## src/rtl/crc_frame_gen_if.sv

```systemverilog
// crc_frame_gen_if: payload-in / frame-out handshake bundle for crc_frame_gen
interface crc_frame_gen_if;
   logic [47:0] inData;
   logic        inValid;
   logic        inReady;
   logic [63:0] frameOut;
   logic        outValid;
   logic        outReady;
   logic        busy;
   modport master (output inData, inValid, outReady, input inReady, frameOut, outValid, busy);
   modport slave  (input inData, inValid, outReady, output inReady, frameOut, outValid, busy);
endinterface

```

## src/rtl/crc_frame_gen.sv

```systemverilog
// crc_frame_gen: builds {payload, CRC-16/XMODEM} frames one byte per clock; CRC_ERR_INJ_EN adds errInj to corrupt crc bit 0
module crc_frame_gen #(
   parameter logic [15:0] CRC_INIT = 16'h0000,
   parameter logic [15:0] CRC_POLY = 16'h1021
) (
   input logic clk,
   input logic rst,
   crc_frame_gen_if.slave bus
`ifdef CRC_ERR_INJ_EN
   ,
   input logic errInj
`endif
);
   typedef enum logic [1:0] {IDLE, CALC, SEND} state_t;
   state_t      state, state_nxt;
   logic [47:0] payload;
   logic [15:0] crc, crc_nxt;
   logic [2:0]  byte_cnt;
   logic [7:0]  cur_byte;
   logic [63:0] frame;
   logic        out_valid;
   logic        accept, last;
   logic        inj;

   function automatic logic [15:0] crc_byte(input logic [15:0] c, input logic [7:0] b);
      logic [15:0] r;
      r = c ^ {b, 8'h00};
      for (int i = 0; i < 8; i++) r = r[15] ? ((r << 1) ^ CRC_POLY) : (r << 1);
      return r;
   endfunction

   assign accept       = (state == IDLE) && bus.inValid;
   assign last         = (state == CALC) && (byte_cnt == 3'd5);
   assign cur_byte     = payload[8*(3'd5 - byte_cnt) +: 8];
   assign crc_nxt      = crc_byte(crc, cur_byte);
   assign bus.inReady  = (state == IDLE);
   assign bus.busy     = (state != IDLE);
   assign bus.frameOut = frame;
   assign bus.outValid = out_valid;

   // state register; reset aborts any frame in flight
   always_ff @(posedge clk or negedge rst)
      if (!rst) state <= IDLE;
      else      state <= state_nxt;

   // next-state: accept in IDLE, six byte steps in CALC, hold in SEND until taken
   always_comb begin
      state_nxt = state;
      unique case (state)
         IDLE:    state_nxt = bus.inValid ? CALC : IDLE;
         CALC:    state_nxt = (byte_cnt == 3'd5) ? SEND : CALC;
         SEND:    state_nxt = bus.outReady ? IDLE : SEND;
         default: state_nxt = IDLE;
      endcase
   end

`ifdef CRC_ERR_INJ_EN
   // errInj is captured with the payload so the whole frame sees one decision
   always_ff @(posedge clk or negedge rst)
      if (!rst)        inj <= 1'b0;
      else if (accept) inj <= errInj;
`else
   assign inj = 1'b0;
`endif

   // datapath: latch payload, run the CRC byte-serially, register the finished frame
   always_ff @(posedge clk or negedge rst)
      if (!rst) begin
         payload   <= '0;
         crc       <= '0;
         byte_cnt  <= '0;
         frame     <= '0;
         out_valid <= 1'b0;
      end else begin
         out_valid <= (state_nxt == SEND);
         if (accept) begin
            payload  <= bus.inData;
            crc      <= CRC_INIT;
            byte_cnt <= '0;
         end else if (state == CALC) begin
            crc      <= crc_nxt;
            byte_cnt <= last ? 3'd0 : byte_cnt + 3'd1;
         end
         if (last) frame <= {payload, crc_nxt ^ {15'b0, inj}};
      end
endmodule

```

## src/flat_wrapper.sv

```systemverilog
// flat-port wrapper written by rule: the top's interface ports become plain ports
module crc_frame_gen_flat 
#(
   parameter logic [15:0] CRC_INIT = 16'h0000,
   parameter logic [15:0] CRC_POLY = 16'h1021
)
  (clk, rst, bus_inData, bus_inValid, bus_outReady, bus_inReady, bus_frameOut, bus_outValid, bus_busy);
  crc_frame_gen_if bus_i ();
  input logic clk;
  input logic rst;
  input wire logic [$bits(bus_i.inData)-1:0] bus_inData;
  input wire logic [$bits(bus_i.inValid)-1:0] bus_inValid;
  input wire logic [$bits(bus_i.outReady)-1:0] bus_outReady;
  output wire logic [$bits(bus_i.inReady)-1:0] bus_inReady;
  output wire logic [$bits(bus_i.frameOut)-1:0] bus_frameOut;
  output wire logic [$bits(bus_i.outValid)-1:0] bus_outValid;
  output wire logic [$bits(bus_i.busy)-1:0] bus_busy;
  assign bus_i.inData = bus_inData;
  assign bus_i.inValid = bus_inValid;
  assign bus_i.outReady = bus_outReady;
  assign bus_inReady = bus_i.inReady;
  assign bus_frameOut = bus_i.frameOut;
  assign bus_outValid = bus_i.outValid;
  assign bus_busy = bus_i.busy;
  crc_frame_gen #(.CRC_INIT(CRC_INIT), .CRC_POLY(CRC_POLY)) u_core (.clk(clk), .rst(rst), .bus(bus_i));
endmodule
```

## config.mk

```make
export PLATFORM = sky130hd
export DESIGN_NAME = crc_frame_gen_flat
export DESIGN_NICKNAME = d
export VERILOG_FILES = /design/src/rtl/crc_frame_gen_if.sv /design/src/rtl/crc_frame_gen.sv /design/src/flat_wrapper.sv
export SDC_FILE = /design/constraint.sdc
export NUM_CORES = 1
export LEC_CHECK = 0
export CAP_MARGIN = 5
export CORE_UTILIZATION = 40
export CTS_BUF_LIST = sky130_fd_sc_hd__clkbuf_2 sky130_fd_sc_hd__clkbuf_4 sky130_fd_sc_hd__clkbuf_8
export CTS_CLUSTER_DIAMETER = 40
export DETAILED_ROUTE_END_ITERATION = 8
export GPL_ROUTABILITY_DRIVEN = 0
export GPL_TIMING_DRIVEN = 0
export PLACE_DENSITY = 0.62
export SYNTH_ARGS = -nofsm -noshare
export SYNTH_HDL_FRONTEND = slang
export SYNTH_SLANG_ARGS = --single-unit
export TNS_END_PERCENT = 30
```

## constraint.sdc

```tcl
create_clock -name clk -period 6.7 [get_ports clk]
set_input_delay 1.34 -clock clk [delete_from_list [all_inputs] [get_ports clk]]
set_output_delay 1.34 -clock clk [all_outputs]
set_load 0.05 [all_outputs]
```

==> flow_summary.json <==
{
  "skew_ns": 0.0130,
  "drt-initial-drc-count": 213,
  "ys_seq_area_frac": 0.563,
  "drt-vias-per-instance": 5.01,
  "synthXorXnorAreaFrac": 0.0603,
  "crit_end": "bus_inReady",
  "cts_hold_buf": 0,
  "stdcell_count": 874,
  "rr_startpoint": "u_core.byte_cnt[1]$_DFFE_PN0P_",
  "clock_latency_ns": 0.45,
  "nets": 732,
  "gr-total-overflow": 0,
  "start_kind": "flop",
  "regArea_mm2": 0.00335,
  "grt_pass1_vias": 4429,
  "htree_levels": 4,
  "r2r_setup_slack_ns": 3.73,
  "drv_slew": 0,
  "endpoint_kind": "output port",
  "core.rowCount": 44,
  "numCtsBuffers": 17,
  "grt_max_degree": 77,
  "drive_gt1_frac": 0.151,
  "critPathTopFamily": "buffers and inverters",
  "vias": 4382,
  "die_area_mm2": 0.0154,
  "rsz0062_at_grt": "no",
  "antenna_found_initial": 0,
  "r2r-end": "u_core.crc[5]$_DFFE_PN0P_",
  "antenna_left": 0,
  "worstPathRequired_ns": 5.36,
  "layout_min_cycle_time_ns": 3.39,
  "drv_cap": 0,
  "outcome": "finished, final reports clean",
  "crit_slowest_cell": "clkdlybuf4s50_1",
  "whs_ns": 0.485,
  "max_stage_delay_ns": 0.88,
  "dp_cells": 842,
  "synth_compound_area_frac": 0.0616,
  "startpoint": "u_core.state[0]$_DFF_PN0_",
  "synthDistinctLibCells": 40,
  "path_max_fanout": 4,
  "dieWidth_um": 124,
  "yosys_warnings": 0,
  "multiInputGateArea_mm2": 0.00245,
  "path_buf_inv": 1,
  "fill_cells": 1331,
  "clock-root-buffer": "clkbuf_8",
  "dp_slack_ns": 3.21,
  "synth.avg_cell_area_um2": 11.0,
  "fin_ws_ns": 3.31,
  "drt-total-wl_um": 15000,
  "clk_pin_slew_ns": 0.07,
  "tightest_slew_ns": 0.678,
  "finalCritPeriodShare": 0.506,
  "cts_setup_buffers": 0,
  "num_antenna_cells": 0,
  "min_path_type": "flop to flop",
  "finalHoldViolCount": 0,
  "drc_errors": 0,
  "ctsResizeCount": 0,
  "tns_ns": 0,
  "coreArea_mm2": 0.0145,
  "io_buffer_count": 118,
  "finalSetupViolations": 0,
  "synth_top_family_by_area": "simple AND/OR/NAND/NOR gates",
  "slew_headroom": 0.548,
  "synthAdderAreaFrac": 0.00630,
  "cp.depth": 2,
  "syn-num-nets": 594,
  "crit_path_cell_trace": "nor2_1, clkdlybuf4s50_1",
  "grt_pass1_wl_um": 23700,
  "dieHeight_um": 124,
  "grt_usage": 0.212,
  "clockBufferDepth": 2,
  "ios": 119,
  "yosys.area_share.simple": 0.153,
  "initial_core_util": 0.410,
  "arrival_ns": 2.05,
  "post_drt_wl_per_cell_um": 17.2,
  "syn_area_mm2": 0.00595,
  "ys_seq_elements": 134,
  "area_delta_synth_final_pct": 32.0,
  "fmax_ghz": 0.295,
  "tritoncts": "built",
  "synthMuxAreaShare": 0.131,
  "drt-pass1-iter-count": 4,
  "numClockSinks": 134,
  "netlist_instances": 539,
  "ff2ff_path_depth": 10,
  "crit_type": "flop to output port",
  "hpwlAfterDp_um": 10800
}
-- how the worst min path moves through the flow --
stage                     cells after the start                                start                             endpoint  slack (ns)
after floorplan                               2        u_core.payload[0]$_DFFE_PN0P_        u_core.payload[0]$_DFFE_PN0P_        0.46
after global placement                        2  u_core.bus.frameOut[13]$_DFFE_PN0N_  u_core.bus.frameOut[13]$_DFFE_PN0N_        0.47
after detailed placement                      2   u_core.bus.frameOut[5]$_DFFE_PN0N_   u_core.bus.frameOut[5]$_DFFE_PN0N_        0.47
after CTS                                     2   u_core.bus.frameOut[5]$_DFFE_PN0N_   u_core.bus.frameOut[5]$_DFFE_PN0N_        0.49
after global routing                          2  u_core.bus.frameOut[14]$_DFFE_PN0N_  u_core.bus.frameOut[14]$_DFFE_PN0N_        0.52
final                                         2   u_core.bus.frameOut[6]$_DFFE_PN0N_   u_core.bus.frameOut[6]$_DFFE_PN0N_        0.49
-- worst min-delay path, delay by kind of cell (launching register included) --
kind / cells / cell delay [ns]
flip-flops: 1 / 0.34
AO/OA/AOI/OAI: 1 / 0.06
AND/OR/NAND/NOR: 1 / 0.05
-- layer usage --
layer	GRT usage	vias to the layer above	share of wire
met5	0	-	0
met4	0.0826	0	0.016
met3	0.0604	15	0.063
met2	0.329	123	0.48
met1	0.281	2151	0.44
li1	-	2093	-
-- cell usage in the layout, fill, tap and decap left out, drive strengths merged, types with 3 or more instances in the layout --
| cell | n |
|---|---|
| or3 | 3 |
| o31ai | 4 |
| o211ai | 3 |
| dfrtp | 134 |
| ha | 3 |
| mux2 | 48 |
| nor2 | 22 |
| a21oi | 3 |
| o22ai | 6 |
| nand3 | 20 |
| clkdlybuf4s50 | 117 |
| clkbuf | 50 |
| mux2i | 24 |
| bufinv | 4 |
| nand2 | 161 |
| o21ai | 33 |
| xnor2 | 13 |
| buf | 9 |
| xnor3 | 7 |
-- logic make-up (layout without fill, tap and decap cells) --
logic type               count (synthesis)  count (layout)
buffers and inverters                   34             185
flip-flops                             134             134
adder cells (fa/ha/maj)                  3               3
AO/OA/AOI/OAI                           56              56
AND/OR/NAND/NOR                        219             219
multiplexers                            72              72
XOR/XNOR                                21              21
-- cells in the mapped netlist --
cell	n	area, um2
nor4_1	1	6.26
inv_1	2	7.51
buf_2	3	15.0
xor2_1	1	8.76
or2_2	1	6.26
nor2_2	4	25.0
nor4_2	1	12.5
or3_1	3	18.8
and2_1	1	6.26
xnor3_1	7	158
nand2_1	161	604
o22ai_4	1	20.0
nand3_1	20	100
o21a_1	1	7.51
o31ai_1	4	30.0
buf_6	2	22.5
nand4b_1	1	8.76
xnor2_4	3	82.6
a21oi_1	3	15.0
nand2b_1	2	12.5
mux2i_1	24	240
buf_1	2	7.51
a211oi_2	2	25.0
a32o_1	2	20.0
o21ai_1	29	145
or3b_1	2	17.5
or4_1	2	15.0
xnor2_1	7	61.3
clkbuf_1	25	93.8
o21ai_0	4	20.0
o22ai_2	2	25.0
xnor2_2	3	48.8
ha_1	3	37.5
o211ai_1	3	22.5
dfrtp_1	134	3350
mux2_2	48	541
o22ai_1	3	18.8
nor3_1	2	10.0
o31a_1	2	17.5
nor2_1	18	67.6
-- layout make-up --
| class | instances | share of cell area |
|---|---|---|
| multi-input combinational | 371 | 0.312 |
| timing repair buffer | 119 | 0.154 |
| buffer | 32 | 0.0177 |
| clock buffer | 25 | 0.0414 |
| inverter | 2 | 0.000955 |
| clock inverter | 7 | 0.0178 |
| tap | 184 | 0.0293 |
| sequential | 134 | 0.427 |
-- registers in the layout, indices dropped and copies added, names as in the netlist --
signal	cells
u_core.bus.frameOut	64
u_core.payload	48
u_core.crc	16
u_core.byte_cnt	3
u_core.state	2
u_core.bus.outValid	1
-- per-stage QoR --
stage | instance area (um2) | util
6_report | 7860 | 0.541
5_1_grt | 7860 | 0.541
4_1_cts | 7860 | 0.541
3_5_place_dp | 7390 | 0.509
3_3_place_gp | 7370 | 0.507
2_1_floorplan | 5950 | -
Power is not shown: default switching activity piles up to over one toggle a cycle in this logic, so the estimate is an artifact.
